`src/rtl/i2c_phase_gen.sv`:
```
// rtl/i2c_phase_gen.sv - four-phase SCL timebase with per-phase strobes, clock stretch and period-aligned divider reload
module i2c_phase_gen #(
    parameter int CNT_W   = 16,
    parameter int MIN_DIV = 3
) (
    input  logic             clk,
    input  logic             rst,
    input  logic             enable,
    input  logic [CNT_W-1:0] div_cnt,
    input  logic             scl_in,
    output logic [1:0]       phase,
    output logic [3:0]       tick,
    output logic             scl_o,
    output logic             busy,
    output logic             stretching,
    output logic             div_err
);

    typedef enum logic [1:0] {
        ST_IDLE,
        ST_RUN,
        ST_STRETCH
    } state_t;

    localparam logic [CNT_W-1:0] MIN_Q = CNT_W'(MIN_DIV);

    state_t           state, state_n;
    logic [CNT_W-1:0] cnt, cnt_n;
    logic [CNT_W-1:0] div_q, div_q_n;
    logic [1:0]       phase_n;
    logic [3:0]       tick_n;
    logic             div_err_n;

    logic             div_low;
    logic [CNT_W-1:0] div_sat;
    logic             hold;
    logic             quarter_end;

    assign div_low     = (div_cnt < MIN_Q);
    assign div_sat     = div_low ? MIN_Q : div_cnt;
    // A slave holding SCL low only matters while SCL is meant to be high and rising
    assign hold        = (phase == 2'd2) && !scl_in;
    assign quarter_end = (cnt == div_q);

    always_ff @(posedge clk) begin
        if (rst) begin
            state   <= ST_IDLE;
            cnt     <= '0;
            div_q   <= MIN_Q;
            phase   <= 2'd0;
            tick    <= 4'd0;
            div_err <= 1'b0;
        end else begin
            state   <= state_n;
            cnt     <= cnt_n;
            div_q   <= div_q_n;
            phase   <= phase_n;
            tick    <= tick_n;
            div_err <= div_err_n;
        end
    end

    always_comb begin
        state_n   = state;
        cnt_n     = cnt;
        div_q_n   = div_q;
        phase_n   = phase;
        tick_n    = 4'd0;
        div_err_n = div_err;
        case (state)
            ST_IDLE: begin
                if (enable) begin
                    state_n   = ST_RUN;
                    cnt_n     = '0;
                    phase_n   = 2'd0;
                    tick_n    = 4'b0001;
                    div_q_n   = div_sat;
                    div_err_n = div_low;
                end
            end
            ST_RUN, ST_STRETCH: begin
                if (hold) begin
                    state_n = ST_STRETCH;
                end else begin
                    state_n = ST_RUN;
                    if (!quarter_end) begin
                        cnt_n = cnt + 1'b1;
                    end else begin
                        cnt_n   = '0;
                        phase_n = phase + 2'd1;
                        if (phase == 2'd3) begin
                            // Period boundary: the only point where the divider reloads or the run stops
                            if (enable) begin
                                tick_n    = 4'b0001;
                                div_q_n   = div_sat;
                                div_err_n = div_err | div_low;
                            end else begin
                                state_n = ST_IDLE;
                            end
                        end else begin
                            tick_n = 4'b0001 << phase_n;
                        end
                    end
                end
            end
            default: state_n = ST_IDLE;
        endcase
    end

    assign scl_o      = (state == ST_IDLE) | phase[1];
    assign busy       = (state != ST_IDLE);
    assign stretching = (state == ST_STRETCH);

endmodule

```
`config.mk`:
```
export PLATFORM = sky130hd
export DESIGN_NAME = i2c_phase_gen
export DESIGN_NICKNAME = d
export VERILOG_FILES = /design/src/rtl/i2c_phase_gen.sv
export SDC_FILE = /design/constraint.sdc
export NUM_CORES = 1
export LEC_CHECK = 0
export ABC_AREA = 0
export BUFFER_PORTS_ARGS = -buffer_cell sky130_fd_sc_hd__buf_2
export CAP_MARGIN = 20
export CELL_PAD_IN_SITES_DETAIL_PLACEMENT = 2
export CELL_PAD_IN_SITES_GLOBAL_PLACEMENT = 2
export CORE_MARGIN = 3
export CORE_UTILIZATION = 37
export DETAILED_ROUTE_END_ITERATION = 10
export PLACE_DENSITY_LB_ADDON = 0.2
export SKIP_LAST_GASP = 1
export SLEW_MARGIN = 20
export SYNTH_ARGS = -nofsm -noshare
export SYNTH_HDL_FRONTEND = slang
export SYNTH_SLANG_ARGS = --single-unit
export TNS_END_PERCENT = 100
```
`constraint.sdc`:
```
create_clock -name clk -period 3.3 [get_ports clk]
set_input_delay 0.33 -clock clk [delete_from_list [all_inputs] [get_ports clk]]
set_output_delay 0.33 -clock clk [all_outputs]
set_load 0.005 [all_outputs]
```
==> results_tabular.tex <==
\begin{tabular}{lr}
\hline
Metric & Value \\
\hline
\multicolumn{2}{l}{\textbf{Run status}} \\
\quad Status & completed \\
\multicolumn{2}{l}{\textbf{Timing}} \\
\quad Sum of negative setup slack & 0 ns \\
\quad Slew HR & 0.4079 \\
\quad Number of setup violations in the final report & 0 \\
\quad Number of max-slew violations in the final report & 0 \\
\quad Fin worst setup slack & 0.7849 ns \\
\quad Final setup skew & 0.004679 ns \\
\quad Post-layout minimum cycle time & 2.515 ns \\
\quad Ratio of final minimum period to clock period & 0.7622 \\
\quad Unrepaired setup endpoints after global routing & no \\
\quad Worst-Margin Slew & 0.8872 ns \\
\quad Max Freq & a little under 400 MHz \\
\quad Hold Fails Final Rpt & 0 \\
\multicolumn{2}{l}{\textbf{Global route}} \\
\quad Maximum number of pins on one net before global-route repair & 31 \\
\quad Number of antenna violations at the first check in global routing & 0 \\
\quad Total grt overflow & 0 \\
\quad Vias in the first global route & $\sim$1800 \\
\quad Total routing resource utilization after global routing & 0.1934 \\
\quad First-pass GRT wire length & 9867 um \\
\multicolumn{2}{l}{\textbf{Placement}} \\
\quad Pre-CTS setup slack & 0.8421 ns \\
\quad DP HPWL & 4367 um \\
\quad Final RePlAce weighted congestion & 0.7378 \\
\quad Port Buf Inserts & 29 \\
\quad Dpl cells & around 320 \\
\multicolumn{2}{l}{\textbf{Setup path}} \\
\quad Endpoint of the worst-slack reg-to-reg timing path & cnt[15] \\
\quad Nature of the critical path startpoint & register \\
\quad Critical path class & register to register \\
\quad Critical path endpoint category & register \\
\quad Endpoint required time on the critical path & 3.47 ns \\
\quad Register-to-register setup slack & between 0.7 and 0.8 ns \\
\quad Crit path from & state[0] \\
\quad Arrival time reported for the critical path endpoint & about 2.7 ns \\
\quad R2R depth & 7 \\
\quad R2r startpoint & state[0] \\
\quad Critical path fanouts, max & 12 \\
\multicolumn{2}{l}{\textbf{Power and ir drop}} \\
\quad Portion of total power attributed to sequential cells & 0.524 \\
\quad Leakage power & between 0.9 and 1 nW \\
\quad Total internal power & 0.7374 mW \\
\quad Design Power & 1.013 mW \\
\quad Maximum ir drop on the vdd rail & 199.3 uV \\
\quad Switching power as a share of total power & 0.2721 \\
\quad Logic pwr share & 0.141 \\
\quad Power density over the cells & 424.5 mW/mm\^{}2 \\
\quad Switching power total & 0.2756 mW \\
\quad Clock network fraction of design power & 0.335 \\
\multicolumn{2}{l}{\textbf{Detailed routing}} \\
\quad Number of vias after detailed routing & $\sim$1700 \\
\quad First-pass detailed-route iteration total & 4 \\
\quad Detailed-route DRC error count & 0 \\
\quad Initial detailed-routing violation count & 59 \\
\quad Average wire per cell in the routed design & between 15 and 20 um \\
\quad Routed WL & 5725 um \\
\quad Post-detailed-route count of antenna-violating nets & 0 \\
\quad Average via count per standard cell & about 5.2 \\
\multicolumn{2}{l}{\textbf{Cells and area}} \\
\quad N\_diodes & 0 \\
\quad Area occupied by registers & 820.8 um\^{}2 \\
\quad Area of the multi-input gates & 0.001209 mm\^{}2 \\
\quad Utilization after layout & 0.4500 \\
\quad Number of filler instances in the final layout & 624 \\
\quad Number of nets in the layout & between 200 and 300 \\
\quad Final Non-Filler Cells & 331 \\
\quad Relative area change from synthesis to final layout & 12.71\% \\
\quad Share of final-layout standard cells stronger than drive strength 1 & 0.1609 \\
\multicolumn{2}{l}{\textbf{Run}} \\
\quad Number of max-cap violations & 0 \\
\multicolumn{2}{l}{\textbf{Clocking}} \\
\quad CTS hold repair buffers & 0 \\
\quad Buffers from clock root to sink, at most & 2 \\
\quad Total CTS buffers & 5 \\
\quad Clock tree from TritonCTS & built \\
\quad Clock tree sinks & 41 \\
\quad Clock network latency to the later pin of the worst-skew pair & 0.29 ns \\
\quad Post-CTS resize count & 0 \\
\quad Cell at the root of the clock tree & sky130\_fd\_sc\_hd\_\_clkbuf\_8 \\
\quad CTS H-Tree Depth & 2 \\
\quad Total setup buffers inserted after CTS & 0 \\
\quad Clock slew at the register clock pins of the worst setup and hold paths & 0.08 ns \\
\multicolumn{2}{l}{\textbf{Synthesis}} \\
\quad Synthesis-stage register bit count & 41 \\
\quad Avg Synthesized Cell Area & 9.009 um\^{}2 \\
\quad Total of warnings raised by yosys & 0 \\
\quad Synth top area share & 0.3877 \\
\quad Synthesized net count & $\sim$260 \\
\quad Sequential fraction of the synthesis area & 0.3877 \\
\quad Cell type with the largest total area after synthesis & sky130\_fd\_sc\_hd\_\_dfxtp\_1 \\
\quad Number of different library cells in the post-synthesis netlist & 37 \\
\quad Synth area leaders & sky130\_fd\_sc\_hd\_\_dfxtp\_1 (39\%), sky130\_fd\_sc\_hd\_\_xnor2\_1 (8.7\%), sky130\_fd\_sc\_hd\_\_mux2i\_1 (8.5\%), sky130\_fd\_sc\_hd\_\_nand2\_1 (6.7\%), sky130\_fd\_sc\_hd\_\_ha\_1 (5.3\%) \\
\quad Post-synthesis instance area & roughly 0.0021 mm\^{}2 \\
\quad Gate Count Post-Synth & roughly 240 \\
\multicolumn{2}{l}{\textbf{Worst hold path}} \\
\quad Worst hold stages & 3 \\
\quad Class of the tightest hold or removal check & primary input to register \\
\quad Hold path startpoint & div\_cnt[7] \\
\quad Terminating pin of the worst hold path & div\_q[7] \\
\multicolumn{2}{l}{\textbf{Floorplan}} \\
\quad Horizontal die dimension & 81.64 um \\
\quad Ports placed on the boundary & 30 \\
\quad Initial core utilization & 0.3992 \\
\quad Cell Rows & 26 \\
\quad Die extent in y & 81.64 um \\
\quad Area of the core & 0.005303 mm\^{}2 \\
\quad Die area & approximately 0.0067 mm\^{}2 \\
\hline
\end{tabular}
==> layout by cell type, fill, tap and decap left out, types with 2 or more instances in the layout <==
master                     synthesis  layout
sky130_fd_sc_hd__mux2i_1          18      18
sky130_fd_sc_hd__clkbuf_8          0       6
sky130_fd_sc_hd__nor4_1            5       5
sky130_fd_sc_hd__a21o_1            2       2
sky130_fd_sc_hd__o21ai_0           3       3
sky130_fd_sc_hd__nor2_1           25      25
sky130_fd_sc_hd__xnor2_1          21      21
sky130_fd_sc_hd__nor3_1            5       5
sky130_fd_sc_hd__xor2_1            9       9
sky130_fd_sc_hd__nand4_1           9       9
sky130_fd_sc_hd__nand3_1           3       3
sky130_fd_sc_hd__and3_1            4       4
sky130_fd_sc_hd__dfxtp_1          41      41
sky130_fd_sc_hd__and4_1            3       3
sky130_fd_sc_hd__nand2_1          38      38
sky130_fd_sc_hd__a21oi_1           4       4
sky130_fd_sc_hd__inv_1             9       9
sky130_fd_sc_hd__ha_1              9       9
sky130_fd_sc_hd__buf_2             1      29
==> flip-flops by register name, summed over array words and instances, names as in the netlist <==
name,cells
cnt,16
div_q,16
tick,4
phase,2
state,2
div_err,1
==> cell type report <==
type,count,area share
Timing Repair Buffer,29,0.06083
Sequential cell,41,0.3440
Tap cell,70,0.03671
Inverter,9,0.01416
Clock buffer,6,0.03461
Clock inverter,1,0.003146
Multi-Input combinational cell,175,0.5066
==> cells in the mapped netlist, drive strengths merged <==
master and count:
mux2i 18, nor3 5, nand3 3, and3b 1
xnor2 22, and4 3, dfxtp 41, nand2b 1
nor3b 1, and3 4, a21oi 4, nand2 38
a211oi 1, a31oi 1, a21boi 1, or2 1
or4b 1, o41ai 1, o21ai 3, a311o 1
nor2 25, clkbuf 7, nor4 6, ha 9
buf 3, a41oi 2, inv 9, o311ai 1
nand4 10, a21o 2, xor2 9, a311oi 1
==> power by group through the flow <==
stage	registers, mW	clock network (mW)	logic (mW)
floorplan	0.537	0	0.102
global placement	0.541	0	0.136
detailed placement	0.543	0	0.143
CTS	0.531	0.348	0.145
global route	0.534	0.378	0.160
finish	0.531	0.339	0.143
==> worst max-delay path, cell delays in order (launching register included) <==
cell,delay [ns]
sky130_fd_sc_hd__dfxtp_1,0.37
sky130_fd_sc_hd__inv_1,0.08
sky130_fd_sc_hd__ha_1,0.45
sky130_fd_sc_hd__and3b_1,0.32
sky130_fd_sc_hd__nor4_1,0.69
sky130_fd_sc_hd__nand4_1,0.23
sky130_fd_sc_hd__xor2_1,0.20
sky130_fd_sc_hd__nor2_1,0.05
==> layer usage <==
layer  part of all wire  wire length [um]  GRT usage  up-vias
met3              0.024               140    0.03728        5
met4             0.0084                48    0.03987        0
li1                   -                 -          -      851
met1               0.50              2882     0.2781      839
met5                  0                 0          0        -
met2               0.46              2654     0.3005       23
==> cell families after synthesis <==
family / Yosys count / share of synthesized area
simple gates: 99 / 0.2329
flops: 41 / 0.3877
xor+xnor: 31 / 0.1318
buf+inv: 19 / 0.04137
compound gates: 18 / 0.06797
mux: 18 / 0.08511
fa+ha+maj: 9 / 0.05319
==> worst max-delay path by stage <==
stage	end	slack, ns	depth (start not counted)
floorplan	cnt[14]	1.17	9
global placement	cnt[14]	0.92	7
detailed placement	cnt[14]	0.84	7
CTS	cnt[15]	0.77	7
global route	cnt[15]	0.46	7
finish	cnt[15]	0.78	7
==> through the flow <==
stage / cell area (um^2) / hold WS, ns
floorplan: 2117 / 0.4492
global placement: 2296 / 0.4606
detailed placement: 2296 / 0.4785
CTS: 2386 / 0.2851
global route: 2386 / 0.2813
finish: 2386 / 0.2892
Note: power is estimated with default switching activity, not from simulation.
